--- config.mk ---
export PLATFORM = sky130hd
export DESIGN_NAME = averaging_scheduler
export DESIGN_NICKNAME = d
export VERILOG_FILES = /design/src/rtl/averaging_scheduler.sv
export SDC_FILE = /design/constraint.sdc
export NUM_CORES = 1
export LEC_CHECK = 0
export ABC_CLOCK_PERIOD_IN_PS = 1900
export CAP_MARGIN = 5
export CORE_MARGIN = 2
export CORE_UTILIZATION = 39
export DETAILED_ROUTE_END_ITERATION = 7
export MAX_ROUTING_LAYER = met4
export PLACE_DENSITY_LB_ADDON = 0.15
export RECOVER_POWER = 50
export REMOVE_ABC_BUFFERS = 1
export SLEW_MARGIN = 10
export SYNTH_ARGS = -nofsm -noshare
export SYNTH_HDL_FRONTEND = slang
export SYNTH_SLANG_ARGS = --single-unit
--- constraint.sdc ---
create_clock -name clock -period 1.9 [get_ports clock]
set_input_delay 0.285 -clock clock [delete_from_list [all_inputs] [get_ports clock]]
set_output_delay 0.285 -clock clock [all_outputs]
set_load 0.005 [all_outputs]
--- src/rtl/averaging_scheduler.sv ---
// averaging_scheduler: round-robin arbiter that lends one shared averaging
// accumulator to a single channel at a time. Each run is clear, sample_count
// gated adds, then show. A run ends early with abort if the granted channel
// drops its request.
//
// state      | meaning
// -----------+-------------------------------------------------------------
// IDLE       | no run active; requests sampled, round-robin winner picked
// CLEAR      | clear pulse to the accumulator, sample counter zeroed
// ACCUMULATE | add on every valid sample until sample_count adds are done
// SHOW       | show + acknowledge pulse; winner becomes lowest priority
module averaging_scheduler #(
    parameter int channel_count = 4,
    parameter int channel_bits  = 2,
    parameter int sample_count  = 8,
    parameter int counter_bits  = 4
) (
    input  logic                     clock,
    input  logic                     reset,
    input  logic [channel_count-1:0] request,
    input  logic                     sample_valid,
    output logic [channel_bits-1:0]  channel,
    output logic                     clear,
    output logic                     add,
    output logic                     show,
    output logic                     busy,
    output logic [channel_count-1:0] acknowledge,
    output logic                     abort
);

    typedef enum logic [1:0] {
        IDLE       = 2'd0,
        CLEAR      = 2'd1,
        ACCUMULATE = 2'd2,
        SHOW       = 2'd3
    } state_t;

    localparam logic [counter_bits-1:0] LAST_CNT = counter_bits'(sample_count - 1);
    localparam logic [channel_bits-1:0] CH_LAST  = channel_bits'(channel_count - 1);

    state_t                    state_q, state_d;
    logic [channel_bits-1:0]   channel_q, channel_d;
    logic [channel_bits-1:0]   last_q, last_d;
    logic [counter_bits-1:0]   count_q, count_d;
    logic                      clear_q, show_q, busy_q, abort_q, abort_d;
    logic [channel_count-1:0]  ack_q, ack_d;

    logic                      found;
    logic [channel_bits-1:0]   winner;
    logic                      req_granted;

    assign req_granted = request[channel_q];

    // Round-robin search starting just after the last served channel.
    always_comb begin
        found  = 1'b0;
        winner = last_q;
        for (int i = 1; i <= channel_count; i++) begin
            if (!found && request[(int'(last_q) + i) % channel_count]) begin
                found  = 1'b1;
                winner = channel_bits'((int'(last_q) + i) % channel_count);
            end
        end
    end

    // Next-state, counter, pointer and pulse decode.
    always_comb begin
        state_d   = state_q;
        channel_d = channel_q;
        last_d    = last_q;
        count_d   = count_q;
        abort_d   = 1'b0;
        ack_d     = '0;
        case (state_q)
            IDLE: begin
                if (found) begin
                    channel_d = winner;
                    state_d   = CLEAR;
                end
            end
            CLEAR: begin
                count_d = '0;
                if (!req_granted) begin
                    abort_d = 1'b1;
                    last_d  = channel_q;
                    state_d = IDLE;
                end else begin
                    state_d = ACCUMULATE;
                end
            end
            ACCUMULATE: begin
                if (!req_granted) begin
                    abort_d = 1'b1;
                    last_d  = channel_q;
                    state_d = IDLE;
                end else if (sample_valid) begin
                    if (count_q == LAST_CNT) begin
                        // Final add: park the counter at zero instead of letting it overrun.
                        count_d = '0;
                        state_d = SHOW;
                    end else begin
                        count_d = count_q + 1'b1;
                    end
                end
            end
            SHOW: begin
                last_d  = channel_q;
                state_d = IDLE;
            end
            default: begin
                state_d = IDLE;
            end
        endcase
        if (state_d == SHOW) begin
            ack_d[channel_d] = 1'b1;
        end
    end

    // State, pointer, counter and registered Moore outputs.
    always_ff @(posedge clock) begin
        if (reset) begin
            state_q   <= IDLE;
            channel_q <= '0;
            last_q    <= CH_LAST;
            count_q   <= '0;
            clear_q   <= 1'b0;
            show_q    <= 1'b0;
            busy_q    <= 1'b0;
            abort_q   <= 1'b0;
            ack_q     <= '0;
        end else begin
            state_q   <= state_d;
            channel_q <= channel_d;
            last_q    <= last_d;
            count_q   <= count_d;
            clear_q   <= (state_d == CLEAR);
            show_q    <= (state_d == SHOW);
            busy_q    <= (state_d != IDLE);
            abort_q   <= abort_d;
            ack_q     <= ack_d;
        end
    end

    assign add         = (state_q == ACCUMULATE) & sample_valid & req_granted;
    assign channel     = channel_q;
    assign clear       = clear_q;
    assign show        = show_q;
    assign busy        = busy_q;
    assign abort       = abort_q;
    assign acknowledge = ack_q;

endmodule

==> impl_summary.txt, run 1 <==
----------------------------------------------------
[Outcome]
  Status ... finished, final reports clean

[Pwr]
  Pwr Density ... 702 mW/mm2
  Leak Pwr ... 0.525 nW
  Worst VDD drop ... 0.404 mV
  Overall power ... 0.000831 W

[Worst setup path]
  Required time of the critical path ... 1.62 ns
  Category of the critical setup timing path ... register to output port
  Largest stage delay on the critical path ... 0.51 ns
  Master of the slowest instance on the critical path ... sky130_fd_sc_hd__mux4_2
  Reg2reg setup slack ... 0.17 ns
  Element type at the critical path end ... output port
  Ordered list of cells on the worst path ... mux4_2, and3_4, clkdlybuf4s15_1
  Nature of the critical path startpoint ... register
  Critical-path maximum fanout ... 2
  Worst Path Arrival ... 1.52 ns

[Yosys]
  Synth Flop Type ... sky130_fd_sc_hd__dfxtp_1
  Number of synthesized register bits ... 18
  Netlist cell types ... 33
  Synthesized netlist cell count ... 96
  Synthesized cell area ... 866 um2
  Warnings from Yosys ... 0
  Mean Syn Cell Area ... 9.02 um2
  Number of enable-type register cells in the synthesized netlist ... 0
  FFs w/ async S/R, synth ... 0
  Sequential element share of the synthesized area ... 0.416

[Global routing]
  Vias in the first global route ... 766
  Gr ovfl total ... 0
  Highest-utilization routing layer at the global route stage ... met2
  Pin count of the biggest net entering global routing ... 11
  Routing usage on met2 ... 0.290
  Wire length of the first global-routing pass ... 3.07 mm
  Total Routing Usage GR ... 0.161
  Number of antenna violations at the first check in global routing ... 0
  Met1 Resource Use GR ... 0.173
  Global Route met3 Usage ... 0.0263

[Drt]
  DR iter-0 viols ... 6
  Antenna violation net count after detailed routing ... 0
  Router iterations before antenna repair ... 4
  Drt total wl ... 1.70 mm
  Total vias in the final route ... 755
  WL per Instance ... 11.0 um
  Number of vias per cell after detailed routing ... 4.87
  DRC errors left ... 0

[STA]
  Min Tclk post-route ... 1.80 ns
  Max Slew Vio Count ... 0
  Hold Slack ... 0.504 ns
  Setup repair after global routing missed its margin ... no
  Fmax achieved ... 0.555 GHz
  Crit share post-route ... 0.948
  Max-slew headroom at the worst pin ... 0.769
  Tightest Pin Transition ... 0.346 ns
  Final Setup Violations ... 0
  Number of endpoints with negative hold slack in the final report ... 0
  Clk_skew ... 0.00364 ns

[Layout]
  End-of-flow core utilization ... 0.551
  Share of layout cells above drive strength 1 ... 0.173
  Layout Cell Area excl Fill ... 0.00118 mm2
  Final layout net count ... 141
  Area added between synthesis and finish ... 36.7%
  Antenna diode count ... 0

[Clocking]
  Maximum clock insertion buffer count ... 2
  Cell at the root of the clock tree ... sky130_fd_sc_hd__clkbuf_4
  TritonCTS clock tree ... built
  Number of CTS-inserted buffers ... 3
  CTS sink cnt ... 18
  Register clock-pin slew on the reported worst setup and hold paths ... 0.11 ns
  Latest clock arrival within the worst-skew pair ... 0.29 ns
  Setup Buffers After CTS ... 0
  H-Tree Level Count ... 1

[Placed design]
  Half-perimeter wire length after detailed placement ... 1.40 mm
  I/O Buffers ... 17
  Final Wtd Congestion ... 0.819
  Area of placed instances ... 0.00115 mm2

[Die]
  Row cnt ... 17
  I/O pin count ... 18
  Full die area ... 0.00261 mm2
  Die X-Extent ... 51.1 um
  Initial standard-cell utilization of the core ... 0.403
  Core Box Area ... 0.00215 mm2
  Die span in y ... 51.1 um

[Flow run]
  Maximum Capacitance Violations ... 0

[Hold path]
  Type of the tightest min-delay check ... register to register

----------------------------------------------------
[registers in the layout (all words and copies together) (netlist names)]
name / cells
clear: 1
busy: 1
acknowledge: 4
show: 1
abort: 1
state_q: 2
last_q: 2
channel: 2
count_q: 4
[per-stage QoR]
| stage | worst slack, ns | setup TNS, ns | instances |
|---|---|---|---|
| CTS | 0.0159 | 0 | 155 |
| global route | 0.0241 | 0 | 155 |
| finish | 0.0984 | 0 | 155 |
| global placement | -0.280 | -1.80 | 151 |
| floorplan | 0.304 | 0 | 94 |
| detailed placement | -0.336 | -2.51 | 151 |
[path summary, 6_finish.rpt]
check / from / to / cells after the start
hold reg to reg: count_q[3] / count_q[3] / 2
setup / recovery: channel[1] / add / 3
setup reg to reg: channel[1] / acknowledge[0] / 6
hold / removal: count_q[3] / count_q[3] / 2
[layer usage]
layer	up-vias	routed length, um
li1	395	-
met1	348	794
met2	10	840
met3	2	51
met4	0	12
met5	-	0
[power breakdown]
| part | total [W] | switching [W] | internal, W |
|---|---|---|---|
| logic | 0.000181 | 0.0000835 | 0.0000971 |
| clock network | 0.000237 | 0.000120 | 0.000117 |
| registers | 0.000413 | 0.0000140 | 0.000399 |
[repair_timing]
item                                    4_1_cts  5_1_grt
hold buffers                                  0        0
endpoints found under the setup margin        2        1
pin swaps                                     1        0
resized for setup                             7        1
[logic make-up (layout without fill, tap and decap cells)]
| kind of cell | Yosys count | in the layout | synth area share |
|---|---|---|---|
| AOI/OAI and AO/OA | 22 | 22 | 0.160 |
| xor gates and xnor gates | 1 | 1 | 0.0101 |
| adders and majority gates | 6 | 6 | 0.0867 |
| buffers and inverters | 10 | 41 | 0.0477 |
| DFF | 18 | 18 | 0.416 |
| muxes | 4 | 4 | 0.0621 |
| and+or+nand+nor | 35 | 35 | 0.217 |
[layout by cell type, fill, tap and decap left out, types with 2 or more instances in the layout]
master / netlist / final
sky130_fd_sc_hd__ha_1: 6 / 6
sky130_fd_sc_hd__clkbuf_4: 0 / 4
sky130_fd_sc_hd__nor2_1: 11 / 11
sky130_fd_sc_hd__buf_4: 1 / 10
sky130_fd_sc_hd__dfxtp_1: 18 / 17
sky130_fd_sc_hd__nor3_1: 2 / 2
sky130_fd_sc_hd__a21oi_1: 7 / 7
sky130_fd_sc_hd__mux2i_1: 2 / 2
sky130_fd_sc_hd__inv_1: 8 / 8
sky130_fd_sc_hd__nand2_1: 4 / 4
sky130_fd_sc_hd__o22ai_1: 2 / 2
sky130_fd_sc_hd__nand2b_1: 6 / 6
sky130_fd_sc_hd__dlygate4sd3_1: 0 / 8
sky130_fd_sc_hd__clkdlybuf4s50_1: 0 / 4
sky130_fd_sc_hd__nor3b_1: 3 / 3
sky130_fd_sc_hd__o21ai_0: 4 / 4
sky130_fd_sc_hd__a31oi_1: 2 / 2
sky130_fd_sc_hd__dlygate4sd2_1: 0 / 4
sky130_fd_sc_hd__nand3_1: 2 / 2
[area by class of cell]
| type | instances | area [um2] |
|---|---|---|
| inverter | 8 | 30.0 |
| sequential | 18 | 362 |
| fill | 201 | 965 |
| timing repair buffer | 29 | 251 |
| tap | 28 | 35.0 |
| clock buffer | 4 | 36.3 |
| multi-input combinational | 68 | 469 |
[worst max-delay path, delay by kind of cell (launching register included)]
| kind | cells | cell delay (ns) |
|---|---|---|
| and+or+nand+nor | 1 | 0.17 |
| muxes | 1 | 0.51 |
| DFF | 1 | 0.35 |
| buffers and inverters | 1 | 0.20 |
[cell usage after synthesis (2+ instances only)]
master	n	share of area
sky130_fd_sc_hd__a21oi_1	7	0.040
sky130_fd_sc_hd__a31oi_1	2	0.014
sky130_fd_sc_hd__dfxtp_1	18	0.42
sky130_fd_sc_hd__ha_1	6	0.087
sky130_fd_sc_hd__inv_1	8	0.035
sky130_fd_sc_hd__mux2i_1	2	0.023
sky130_fd_sc_hd__nand2_1	4	0.017
sky130_fd_sc_hd__nand2b_1	6	0.043
sky130_fd_sc_hd__nand3_1	2	0.012
sky130_fd_sc_hd__nor2_1	11	0.048
sky130_fd_sc_hd__nor3_1	2	0.012
sky130_fd_sc_hd__nor3b_1	3	0.026
sky130_fd_sc_hd__o21ai_0	4	0.023
sky130_fd_sc_hd__o22ai_1	2	0.014
Note: power is estimated with default switching activity, not from simulation.
==> inputs of run 2 (changes only) <==
--- a/config.mk
+++ b/config.mk
@@ -10,6 +10,7 @@
 export CORE_MARGIN = 2
 export CORE_UTILIZATION = 39
 export DETAILED_ROUTE_END_ITERATION = 7
+export GPL_ROUTABILITY_DRIVEN = 0
 export MAX_ROUTING_LAYER = met4
 export PLACE_DENSITY_LB_ADDON = 0.15
 export RECOVER_POWER = 50
==> results of run 2 <==
Final layout, timing and power as in run 1 (identical DEF).
==> inputs of run 3 (changes only) <==
--- a/config.mk
+++ b/config.mk
@@ -9,12 +9,15 @@
 export CAP_MARGIN = 5
 export CORE_MARGIN = 2
 export CORE_UTILIZATION = 39
+export CTS_CLUSTER_SIZE = 25
 export DETAILED_ROUTE_END_ITERATION = 7
 export GPL_ROUTABILITY_DRIVEN = 0
+export GPL_TIMING_DRIVEN = 0
 export MAX_ROUTING_LAYER = met4
 export PLACE_DENSITY_LB_ADDON = 0.15
 export RECOVER_POWER = 50
 export REMOVE_ABC_BUFFERS = 1
+export SKIP_LAST_GASP = 1
 export SLEW_MARGIN = 10
 export SYNTH_ARGS = -nofsm -noshare
 export SYNTH_HDL_FRONTEND = slang
==> impl_summary.txt, run 3 (same netlist as run 1, synthesis figures left out) <==
----------------------------------------------------
[STA]
  Final Setup Violations ... 0 (unchanged)
  Crit share post-route ... 0.953 (+0.00523)
  Fmax achieved ... 0.552 GHz (-0.55%)
  Tightest Pin Transition ... 0.425 ns (+0.0791 ns)
  Max-slew headroom at the worst pin ... 0.716 (-0.0536)
  Setup repair after global routing missed its margin ... no
  Hold Slack ... 0.506 ns (+0.00151 ns)
  Max Slew Vio Count ... 0 (unchanged)
  Min Tclk post-route ... 1.81 ns (+0.00993 ns)
  Number of endpoints with negative hold slack in the final report ... 0 (unchanged)
  Clk_skew ... 0.00457 ns (+0.000928 ns)

[Hold path]
  Type of the tightest min-delay check ... register to register
  Worst Hold Launch ... count_q[3]
  Worst Hold End ... count_q[3]
  Cells on Worst Hold Path ... 2 (unchanged)

[Global routing]
  Vias in the first global route ... 688 (-10%)
  Pin count of the biggest net entering global routing ... 11 (unchanged)
  Gr ovfl total ... 0 (unchanged)
  Total Routing Usage GR ... 0.150 (-0.0101)
  Number of antenna violations at the first check in global routing ... 0 (unchanged)
  Wire length of the first global-routing pass ... 2.93 mm (-4.5%)

[Flow run]
  Maximum Capacitance Violations ... 0 (unchanged)

[Layout]
  Antenna diode count ... 0 (unchanged)
  Top library cells by usage in the layout, fill and taps aside ... 17 x sky130_fd_sc_hd__dfxtp_1, 11 x sky130_fd_sc_hd__nor2_1, 8 x sky130_fd_sc_hd__inv_1, 8 x sky130_fd_sc_hd__dlygate4sd3_1
  Area added between synthesis and finish ... 30.1%
  Fillers ... 215 (+7.0%)
  Final layout net count ... 132 (-6.4%)
  Most common library cell in the layout ignoring fill and taps ... sky130_fd_sc_hd__dfxtp_1
  Final cell count without fillers ... 146 (-5.8%)
  Share of layout cells above drive strength 1 ... 0.127 (-0.0461)

[Drt]
  Router iterations before antenna repair ... 3 (-1)
  DRC errors left ... 0 (unchanged)
  DR iter-0 viols ... 9 (+3)
  WL per Instance ... 10.9 um (-0.71%)
  Drt total wl ... 1.59 mm (-6.5%)
  Total vias in the final route ... 734 (-2.8%)
  Number of vias per cell after detailed routing ... 5.03 (+3.2%)
  Antenna violation net count after detailed routing ... 0 (unchanged)

[Clocking]
  H-Tree Level Count ... 1 (unchanged)
  CTS hold repair buffers ... 0 (unchanged)
  Cell at the root of the clock tree ... sky130_fd_sc_hd__clkbuf_4
  Latest clock arrival within the worst-skew pair ... 0.29 ns (about the same)
  Register clock-pin slew on the reported worst setup and hold paths ... 0.10 ns (about the same)
  Maximum clock insertion buffer count ... 2 (unchanged)
  CTS sink cnt ... 18 (unchanged)
  TritonCTS clock tree ... built
  Number of CTS-inserted buffers ... 3 (unchanged)

[Worst setup path]
  Worst reg2reg endpoint ... acknowledge[0]
  Required time of the critical path ... 1.62 ns (about the same)
  FF-to-FF Start ... channel[1]
  Reg2reg setup slack ... 0.18 ns (about the same)
  Ordered list of cells on the worst path ... mux4_2, and3_4, clkdlybuf4s15_1
  Largest stage delay on the critical path ... 0.52 ns (about the same)
  Critical-path maximum fanout ... 2 (unchanged)
  Nature of the critical path startpoint ... register
  Worst Reg2Reg Path Length in Cells ... 6 (unchanged)
  Element type at the critical path end ... output port
  Master of the slowest instance on the critical path ... sky130_fd_sc_hd__mux4_2
  Worst Path Arrival ... 1.53 ns (about the same)
  Category of the critical setup timing path ... register to output port

[Die]
  Full die area ... 0.00261 mm2 (unchanged)
  Die span in y ... 51.1 um (unchanged)
  I/O pin count ... 18 (unchanged)
  Die X-Extent ... 51.1 um (unchanged)
  Core Box Area ... 0.00215 mm2 (unchanged)
  Initial standard-cell utilization of the core ... 0.403 (unchanged)
  Row cnt ... 17 (unchanged)

[Placed design]
  Half-perimeter wire length after detailed placement ... 1.20 mm (-14%)
  Placed Cells incl. Taps ... 139 (-7.9%)
  I/O Buffers ... 17 (unchanged)

[Pwr]
  Worst VDD drop ... 0.461 mV (+14%)
  Pwr Density ... 721 mW/mm2 (+2.7%)
  Leak Pwr ... 0.486 nW (-7.3%)

[Outcome]
  Status ... finished, final reports clean

----------------------------------------------------
[run 3: how the worst max path moves through the flow]
stage	from	end	slack, ns	cells after the start
after floorplan	channel[1]	count_q[3]	0.30	5
after global placement	request[3]	add	-0.50	4
after detailed placement	request[3]	add	-0.50	4
after CTS	channel[1]	add	0.01	3
after global routing	channel[1]	add	0.02	3
final	channel[1]	add	0.09	3
[run 3: cell type report]
| cell class | count | area (um2) | area share |
|---|---|---|---|
| Tap cell | 28 | 35.0 | 0.0311 |
| Multi-Input combinational cell | 68 | 473 | 0.420 |
| Clock buffer | 4 | 36.3 | 0.0322 |
| Timing Repair Buffer | 20 | 188 | 0.167 |
| Inverter | 8 | 30.0 | 0.0267 |
| Sequential cell | 18 | 364 | 0.323 |
[run 3: through the flow]
stage	utilization	setup TNS (ns)	worst slack, ns	total power [W]	instance area, um2
finish	0.524	0	0.0884	0.000812	1130
global route	0.524	0	0.0235	0.000867	1130
CTS	0.522	0	0.0117	0.000825	1120
detailed placement	0.493	-2.60	-0.503	0.000584	1060
global placement	0.493	-2.43	-0.495	0.000581	1060
floorplan	-	0	0.304	0.000518	855
[run 3: timing repair]
action / CTS / global route
endpoints found under the setup margin: 1 / 3
setup buffers: 3 / 0
pin swaps: 1 / 0
resized for setup: 9 / 2
[run 3: per-layer routing]
metal,global-route usage,vias to the layer above,wire [um]
li1,-,378,-
met1,0.182,340,777
met2,0.249,12,728
met3,0.0292,4,58
met4,0.0541,0,23
met5,-,-,0
[run 3: critical path, delay by kind of cell (launching register included)]
family        cells  cell delay, ns
mux               1            0.52
simple gates      1            0.17
buf+inv           1            0.19
flops             1            0.36
[run 3: power breakdown]
part	internal, W	switching (W)	total (W)	leakage, nW
registers	0.000399	0.0000171	0.000416	0.148
clock network	0.000117	0.000115	0.000232	0.0210
logic	0.0000863	0.0000773	0.000164	0.318
